## config.mk

```make
export PLATFORM = sky130hd
export DESIGN_NAME = sender_arbiter
export DESIGN_NICKNAME = d
export VERILOG_FILES = /design/src/rtl/sender_arbiter_pkg.sv /design/src/rtl/sender_arbiter_rr_pick.sv /design/src/rtl/sender_arbiter.sv
export SDC_FILE = /design/constraint.sdc
export NUM_CORES = 1
export LEC_CHECK = 0
export BUFFER_PORTS_ARGS = -buffer_cell sky130_fd_sc_hd__buf_2
export CORE_ASPECT_RATIO = 1.2
export CORE_MARGIN = 2
export CORE_UTILIZATION = 50
export DETAILED_ROUTE_END_ITERATION = 6
export PLACE_DENSITY_LB_ADDON = 0.3
export SLEW_MARGIN = 20
export SYNTH_ARGS = -nofsm -noshare
export SYNTH_HDL_FRONTEND = slang
export SYNTH_SLANG_ARGS = --single-unit
```

## constraint.sdc

```tcl
create_clock -name clk -period 5.9 [get_ports clk]
set_clock_uncertainty 0.1 [all_clocks]
set_input_delay 1.77 -clock clk [delete_from_list [all_inputs] [get_ports clk]]
set_output_delay 1.77 -clock clk [all_outputs]
set_load 0.01 [all_outputs]
```

## src/rtl/sender_arbiter_pkg.sv

```systemverilog
// Shared definitions for the sender arbiter and the serial sender it feeds.
package sender_arbiter_pkg;

   localparam int DATA_W_DEF = 40;
   localparam int HOLD_CNT_W = 8;
   localparam int GAP_CNT_W  = 10;

   typedef enum logic [1:0] {
      IDLE  = 2'd0,
      ISSUE = 2'd1,
      GAP   = 2'd2
   } arb_state_t;

endpackage

```

## src/rtl/sender_arbiter_rr_pick.sv

```systemverilog
// Combinational round-robin selector: first set request at or above ptr, wrapping.
module rr_pick
   import sender_arbiter_pkg::*;
#(
   parameter int N  = 4,
   parameter int IW = (N > 1) ? $clog2(N) : 1
) (
   input  logic [N-1:0]  req,
   input  logic [IW-1:0] ptr,
   output logic [IW-1:0] sel,
   output logic          any_req
);

   // Scan upward from ptr modulo N and keep the first hit.
   always_comb begin : pick
      int unsigned idx;
      logic        found;
      idx     = 0;
      found   = 1'b0;
      sel     = ptr;
      any_req = |req;
      for (int unsigned i = 0; i < N; i++) begin
         idx = (32'(ptr) + i) % N;
         if (!found && req[idx]) begin
            found = 1'b1;
            sel   = IW'(idx);
         end
      end
   end

endmodule

```

## src/rtl/sender_arbiter.sv

```systemverilog
// Round-robin arbiter and pacer sharing one serial sender between requesters.
module sender_arbiter
   import sender_arbiter_pkg::*;
#(
   parameter int NUM_REQ    = 4,
   parameter int DATA_W     = DATA_W_DEF,
   parameter int VALID_HOLD = 4,
   parameter int GAP_CYCLES = 48
) (
   input  logic                       clk,
   input  logic                       rst_n,
   input  logic [NUM_REQ-1:0]         req,
   input  logic [NUM_REQ*DATA_W-1:0]  req_data,
   output logic [NUM_REQ-1:0]         ack,
   output logic [DATA_W-1:0]          out_data,
   output logic                       out_valid,
   input  logic                       tx_busy,
   output logic [$clog2(NUM_REQ)-1:0] grant_id,
   output logic                       active
);

   localparam int IW = $clog2(NUM_REQ);
   localparam logic [HOLD_CNT_W-1:0] HOLD_LAST = HOLD_CNT_W'(VALID_HOLD - 1);
   // GAP always occupies at least one cycle, so a zero gap behaves like a gap of one.
   localparam logic [GAP_CNT_W-1:0]  GAP_LAST  =
      (GAP_CYCLES == 0) ? '0 : GAP_CNT_W'(GAP_CYCLES - 1);

   arb_state_t              state_q, state_d;
   logic [IW-1:0]           ptr_q, ptr_d;
   logic [HOLD_CNT_W-1:0]   hold_cnt_q, hold_cnt_d;
   logic [GAP_CNT_W-1:0]    gap_cnt_q, gap_cnt_d;
   logic [NUM_REQ-1:0]      ack_q, ack_d;
   logic [DATA_W-1:0]       out_data_q, out_data_d;
   logic                    out_valid_q, out_valid_d;
   logic [IW-1:0]           grant_id_q, grant_id_d;
   logic [IW-1:0]           sel;
   logic                    any_req;

   rr_pick #(
      .N  (NUM_REQ),
      .IW (IW)
   ) u_rr_pick (
      .req     (req),
      .ptr     (ptr_q),
      .sel     (sel),
      .any_req (any_req)
   );

   // Next-state, counters and registered outputs.
   always_comb begin
      state_d     = state_q;
      ptr_d       = ptr_q;
      hold_cnt_d  = hold_cnt_q;
      gap_cnt_d   = gap_cnt_q;
      ack_d       = '0;
      out_data_d  = out_data_q;
      out_valid_d = 1'b0;
      grant_id_d  = grant_id_q;
      case (state_q)
         IDLE: begin
            if (any_req && !tx_busy) begin
               state_d      = ISSUE;
               out_data_d   = req_data[int'(sel)*DATA_W +: DATA_W];
               ack_d[sel]   = 1'b1;
               grant_id_d   = sel;
               ptr_d        = (sel == IW'(NUM_REQ - 1)) ? '0 : sel + 1'b1;
               hold_cnt_d   = '0;
               out_valid_d  = 1'b1;
            end
         end
         ISSUE: begin
            if (hold_cnt_q == HOLD_LAST) begin
               state_d    = GAP;
               hold_cnt_d = '0;
               gap_cnt_d  = '0;
            end else begin
               hold_cnt_d  = hold_cnt_q + 1'b1;
               out_valid_d = 1'b1;
            end
         end
         GAP: begin
            if (gap_cnt_q == GAP_LAST) begin
               state_d   = IDLE;
               gap_cnt_d = '0;
            end else begin
               gap_cnt_d = gap_cnt_q + 1'b1;
            end
         end
         default: state_d = IDLE;
      endcase
   end

   // State and output registers with asynchronous clear.
   always_ff @(posedge clk or negedge rst_n) begin
      if (!rst_n) begin
         state_q     <= IDLE;
         ptr_q       <= '0;
         hold_cnt_q  <= '0;
         gap_cnt_q   <= '0;
         ack_q       <= '0;
         out_data_q  <= '0;
         out_valid_q <= 1'b0;
         grant_id_q  <= '0;
      end else begin
         state_q     <= state_d;
         ptr_q       <= ptr_d;
         hold_cnt_q  <= hold_cnt_d;
         gap_cnt_q   <= gap_cnt_d;
         ack_q       <= ack_d;
         out_data_q  <= out_data_d;
         out_valid_q <= out_valid_d;
         grant_id_q  <= grant_id_d;
      end
   end

   assign ack       = ack_q;
   assign out_data  = out_data_q;
   assign out_valid = out_valid_q;
   assign grant_id  = grant_id_q;
   assign active    = (state_q != IDLE);

endmodule

```

Word level (Yosys, flattened, before mapping). Cells that the tools add are included.

Logic and storage cells: 80. Output and inout bits: 48. Input port bits: 167. Register bits after elaboration: 69.

Multiplexer cells: 32. Equality and inequality tests: 8. Reductions and logical operators: 18. Add/sub/neg operators: 6. $mul: 1. Magnitude comparators: 6. Shift-type cells: 1.

Operators with widths (number): 160-bit by 9-bit indexed part select with 40-bit output (1); 10-bit two-way mux (2); 10-bit case mux with 2 select lines (1); 8-bit two-way mux (2); 8-bit case mux with 2 select lines (1); 2-bit by 3-bit less-than comparator with 1-bit output, second input constant (5); 2-bit two-way mux (7); 10-bit by 1-bit adder with 10-bit output, second input constant (1); 10-bit by 6-bit equality test with 1-bit output, second input constant (1); 1-bit two-way mux (10); 8-bit by 1-bit adder with 8-bit output, second input constant (1); 1-bit binary-select mux with 2-bit select (4); 8-bit by 2-bit equality test with 1-bit output, second input constant (1); 4-bit two-way mux (2); 2-bit != test, second input constant (3); 2-bit case mux with 3 select lines (1); 2-bit AND reduction (3); 2-bit nonzero test (3); 1-bit logical AND (5); 2-bit by 3-bit multiplier with 5-bit output, second input constant (1); 2-bit by 1-bit adder with 2-bit output, second input constant (2); 2-bit adder, second input constant (2); 2-bit equality test, second input constant (2); 1-bit logical NOT (4); 7 further kinds (7).

Logic depth before layout (Yosys ltp).
Depth in word-level cells: 18. Depth in mapped cells: 10. Depth with buffers taken out: 7.

Hierarchy. From an unflattened synthesis, not the netlist that was laid out.

Cells, all modules: 380. Area, all modules: 3976.3 µm².

By module, submodules not included: sender_arbiter (instances 1, area each 3880.0 µm², seq. area each 1726.7 µm², cells each 364); rr_pick (instances 1, area each 96.3 µm², seq. area each 0.0 µm², cells each 16).

Worst setup path before layout. OpenSTA, ideal clock, no wires.

Path type: input to register. From: input port req[1]. To: register out_data_q[14] (netlist: out_data[14]). Data required time: 5701 ps. Stages: 7. Arrival time: 3026 ps. Buffers on the path: 3. Setup slack: 2674 ps. Path through: nor4_1 or3_1 buf_6 nor3_2 buf_2 buf_6 a311oi_1.

Longest elaborated chain between the ends: 14. Elaborated cells on any way between the ends: 25. Classes of those cells: mul: 1; shift: 1; mux: 14; reduce/logical: 9.

RTL lines: from (decl) (RTL line sender_arbiter.sv:12) `input logic [NUM_REQ-1:0] req,`; 1-bit binary-select mux with 2-bit select (RTL line sender_arbiter_rr_pick.sv:24) `if (!found && req[idx]) begin`; 1-bit two-way mux (implied by the code) (RTL line sender_arbiter_rr_pick.sv:24); 1-bit two-way mux (RTL line sender_arbiter_rr_pick.sv:24); 1-bit logical NOT (RTL line sender_arbiter_rr_pick.sv:24); 1-bit logical AND (RTL line sender_arbiter_rr_pick.sv:24); 1-bit two-way mux (RTL line sender_arbiter_rr_pick.sv:24); 1-bit logical NOT (RTL line sender_arbiter_rr_pick.sv:24); 1-bit logical AND (RTL line sender_arbiter_rr_pick.sv:24); 1-bit two-way mux (RTL line sender_arbiter_rr_pick.sv:24); 1-bit logical NOT (RTL line sender_arbiter_rr_pick.sv:24); 1-bit logical AND (RTL line sender_arbiter_rr_pick.sv:24); 2-bit two-way mux (RTL line sender_arbiter_rr_pick.sv:24); 2-bit by 3-bit multiplier with 5-bit output (RTL line sender_arbiter.sv:63) `out_data_d = req_data[int'(sel)*DATA_W +: DATA_W];`; 160-bit by 9-bit indexed part select with 40-bit output (RTL line sender_arbiter.sv:63); to (signal assigned) (RTL line sender_arbiter.sv:110) `out_data_q <= out_data_d;`; to (decl) (RTL line sender_arbiter.sv:33) `logic [DATA_W-1:0] out_data_q, out_data_d;`.

Parallel ways exist; a longest one is shown, timed or not. The select of a mux whose other input is x is not followed. A chain may end at the register's enable or synchronous reset.

Final worst setup path.
From: input port req[2]. To: register out_data_q[31] (netlist: out_data[31]).

Same word-level chain as after synthesis.

==> summary.md <==
| Metric | Value |
|---|---|
| Grt ovf | `0` |
| Crit path depth | `9` |
| Largest delay contributor family on the critical path | `buffers and inverters` |
| WL/cell | `16.7 um` |
| Max-slew violation count | `0` |
| Nets | `886` |
| Req. time, crit path | `6030 ps` |
| CP Data Arrival Time | `4020 ps` |
| Slowest CP cell | `buf_4` |
| Post-Synth Simple-Gate Area | `20.1%` |
| Buf/Inv on CP | `4` |
| CP max FO | `40` |
| Yosys reg bits | `69` |
| Via count | `4905` |
| Fin Setup TNS | `0 ps` |
| Post-CTS sizing | `0` |
| Part of the cycle the worst path needs | `66.0%` |
| Net switching power figure | `343 uW` |
| Startpoint Class | `input port` |
| Post-synth EDFFs | `0` |
| Synth Area in Adders | `0.888%` |
| Share of the synthesized area in the top cell type | `40.9%` |
| Drt initial violations | `414` |
| Cell count of the worst reg-to-reg path | `8` |
| Clock share of power | `29.6%` |
| Cell taking the most area after synthesis | `dfrtp_1` |
| Most frequent cells in the layout | `buf_2, nand2_1, dfrtp_1` |
| # rows | `36` |
| Largest net degree at the start of global routing | `46` |
| Synth Area in XOR/XNOR | `0.207%` |
| H-tree depth | `3` |
| Fin util | `67.7%` |
| Die Footprint | `9210 um2` |
| Worst path cell trace | `buf_2 > a21boi_1 > o21ai_4 > buf_4 > nand3_2 > inv_2 > buf_4 > a211oi_1 > a311oi_1` |
| CTS tree | `built` |
| Post-synthesis compound-gate area fraction | `29.0%` |
| Post-synthesis async set-or-reset flop share | `100%` |
| Syn Area/Cell | `8.10 um2` |
| Logic gate share of total power | `23.6%` |
| PD cells | `200 nW/um2` |
| Vias in the first global route | `4825` |
| WL final | `13.9 mm` |
| P&R area growth vs syn | `30.6%` |
| Distinct cells, synth | `49` |
| Chip Height | `105 um` |
| Worst-path clk slew | `70 ps` |
| Dpl hpwl | `9.85 mm` |
| Setup Crit Path Kind | `input port to flip-flop` |
| CP max stage delay | `390 ps` |
| Via density | `5.90` |
| Main combinational cell family by area after synthesis | `compound AO/OA/AOI/OAI gates` |
| Placed Cells | `819` |
| First drt pass iteration count | `6` |
| Sequential power share | `46.8%` |
| Fin crit period | `3890 ps` |
| Fraction of layout cells with a size suffix above 1 | `35.0%` |
| Internal Power | `759 uW` |
| Most common cell after layout, fill and taps aside | `buf_2` |
| R2r setup slk | `3000 ps` |
| Outcome | `finished, final reports clean` |
| Max clock buf depth | `2` |
| Max-slew headroom | `39.0%` |
| Reg-to-Reg Start | `ptr_q[1]` |
| Worst Hold Class | `flip-flop to flip-flop` |
| Endpoint, Worst Hold | `grant_id[0]` |
| Initial Util | `51.8%` |
| Finished Layout Cells | `832` |
| Chip Width | `87.9 um` |
| Switching Fraction | `31.1%` |
| Top cells by area, synth | `dfrtp_1, nand2_1, a311oi_1` |
| Global-route wire length before repair | `22.4 mm` |
| WHS Path Cells | `2` |
| IO Pins | `215` |
| Drt drc | `0` |
| Number of port buffers | `214` |
| Final setup fails | `0` |
| Setup crit end kind | `flip-flop` |
| Post-Syn Area | `4230 um2` |
| Num CTS Buffers | `9` |
| Leakage Power | `2.78 nW` |
| Mux contribution to synthesized area | `0.237%` |
| Peak supply drop | `146 uV` |
| N_diodes | `0` |
| Final GP Congestion | `0.853` |
| Worst-margin pin slew | `905 ps` |
| Cell mode on critical path | `buf_4` |
| Sink Count | `69` |
| RSZ-0062 raised after global routing | `false` |
| Mapped Nets | `692` |
| Fin. Hold Viols | `0` |
| Main synth FF type | `dfrtp_1` |
| GRT Util Overall | `30.8%` |
| Seq/Total Area, Yosys | `40.9%` |
| Final ANT Viol Nets | `0` |
| Clk Latency, worst-skew pair | `340 ps` |
| Gate Count Post-Synth | `522` |
| Post-CTS Hold Buffers | `0` |
| Warnings from Yosys | `0` |
| Fmax | `257 MHz` |
| Number of max-cap violations | `0` |
| Worst Min Path Start | `grant_id[0]` |
| Post-CTS Setup Inserts | `0` |
| Clock Tree Root | `clkbuf_8` |
| Total core area | `8150 um2` |
| Initial antenna violation count | `0` |
| Worst R2R End | `out_data[31]` |
## layout make-up
type	instances	area (um2)
inverters	45	169
multi-input cells	367	2160
fillers	680	2640
well taps	114	143
clock buffers	10	138
clock inverters	3	15.0
flip-flops and latches	69	1730
repair buffers	224	1170
## metrics by stage
| step | area [um2] | total power, mW | setup WS (ps) | hold slack, ps |
|---|---|---|---|---|
| 2_1_floorplan | 4230 | 0.657 | 2670 | 337 |
| 3_3_place_gp | 5340 | 0.778 | 1800 | 358 |
| 3_5_place_dp | 5370 | 0.784 | 1670 | 369 |
| 4_1_cts | 5520 | 1.11 | 2030 | 384 |
| 5_1_grt | 5520 | 1.15 | 1850 | 407 |
| 6_report | 5520 | 1.10 | 2010 | 380 |
## sequential cells by signal (all words and copies together) (netlist names)
register and count:
out_data 40, ptr_q 2, grant_id 2, state_q 2, ack 4, gap_cnt_q 10, out_valid 1, hold_cnt_q 8
## synthesized netlist by cell type, drive strengths merged, types with 4 or more instances
master   n
a211oi  41
a311oi  39
a31oi   42
and3     5
buf     21
clkbuf  20
dfrtp   69
inv     45
nand2   95
nand2b   4
nand3    9
nor2    57
nor2b    5
nor3     4
o21ai   27
o31ai    5
or3      4
## how the worst max path moves through the flow
stage,to,from
global placement,ptr_q[1],req[2]
global route,out_data[31],req[3]
finish,out_data[31],req[2]
detailed placement,out_data[31],req[2]
CTS,out_data[31],req[2]
floorplan,out_data[14],req[1]
## power by group through the flow
| stage | clock network [mW] | logic (mW) | registers, mW |
|---|---|---|---|
| 6_report | 0.326 | 0.260 | 0.516 |
| 5_1_grt | 0.346 | 0.287 | 0.519 |
| 4_1_cts | 0.333 | 0.260 | 0.516 |
| 3_5_place_dp | 0 | 0.259 | 0.525 |
| 3_3_place_gp | 0 | 0.254 | 0.524 |
| 2_1_floorplan | 0 | 0.123 | 0.534 |
## cell families after synthesis
| family | count (synthesis) |
|---|---|
| muxes | 1 |
| buffers and inverters | 86 |
| and+or+nand+nor | 194 |
| adders and majority gates | 3 |
| xor gates and xnor gates | 1 |
| AOI/OAI and AO/OA | 168 |
| DFF | 69 |
## routing by layer
layer,up-vias,wire length (um),track usage [%]
li1,2267,-,-
met1,2346,5370,37.9
met2,253,7090,51.0
met3,39,943,5.06
met4,0,444,15.7
met5,-,0,0
## tightest hold or removal path, cell delays in order, from the launching register on
cell and delay, ps:
dfrtp_1 340, nand2_1 40, o21ai_0 60
(Power assumes the default switching activity.)
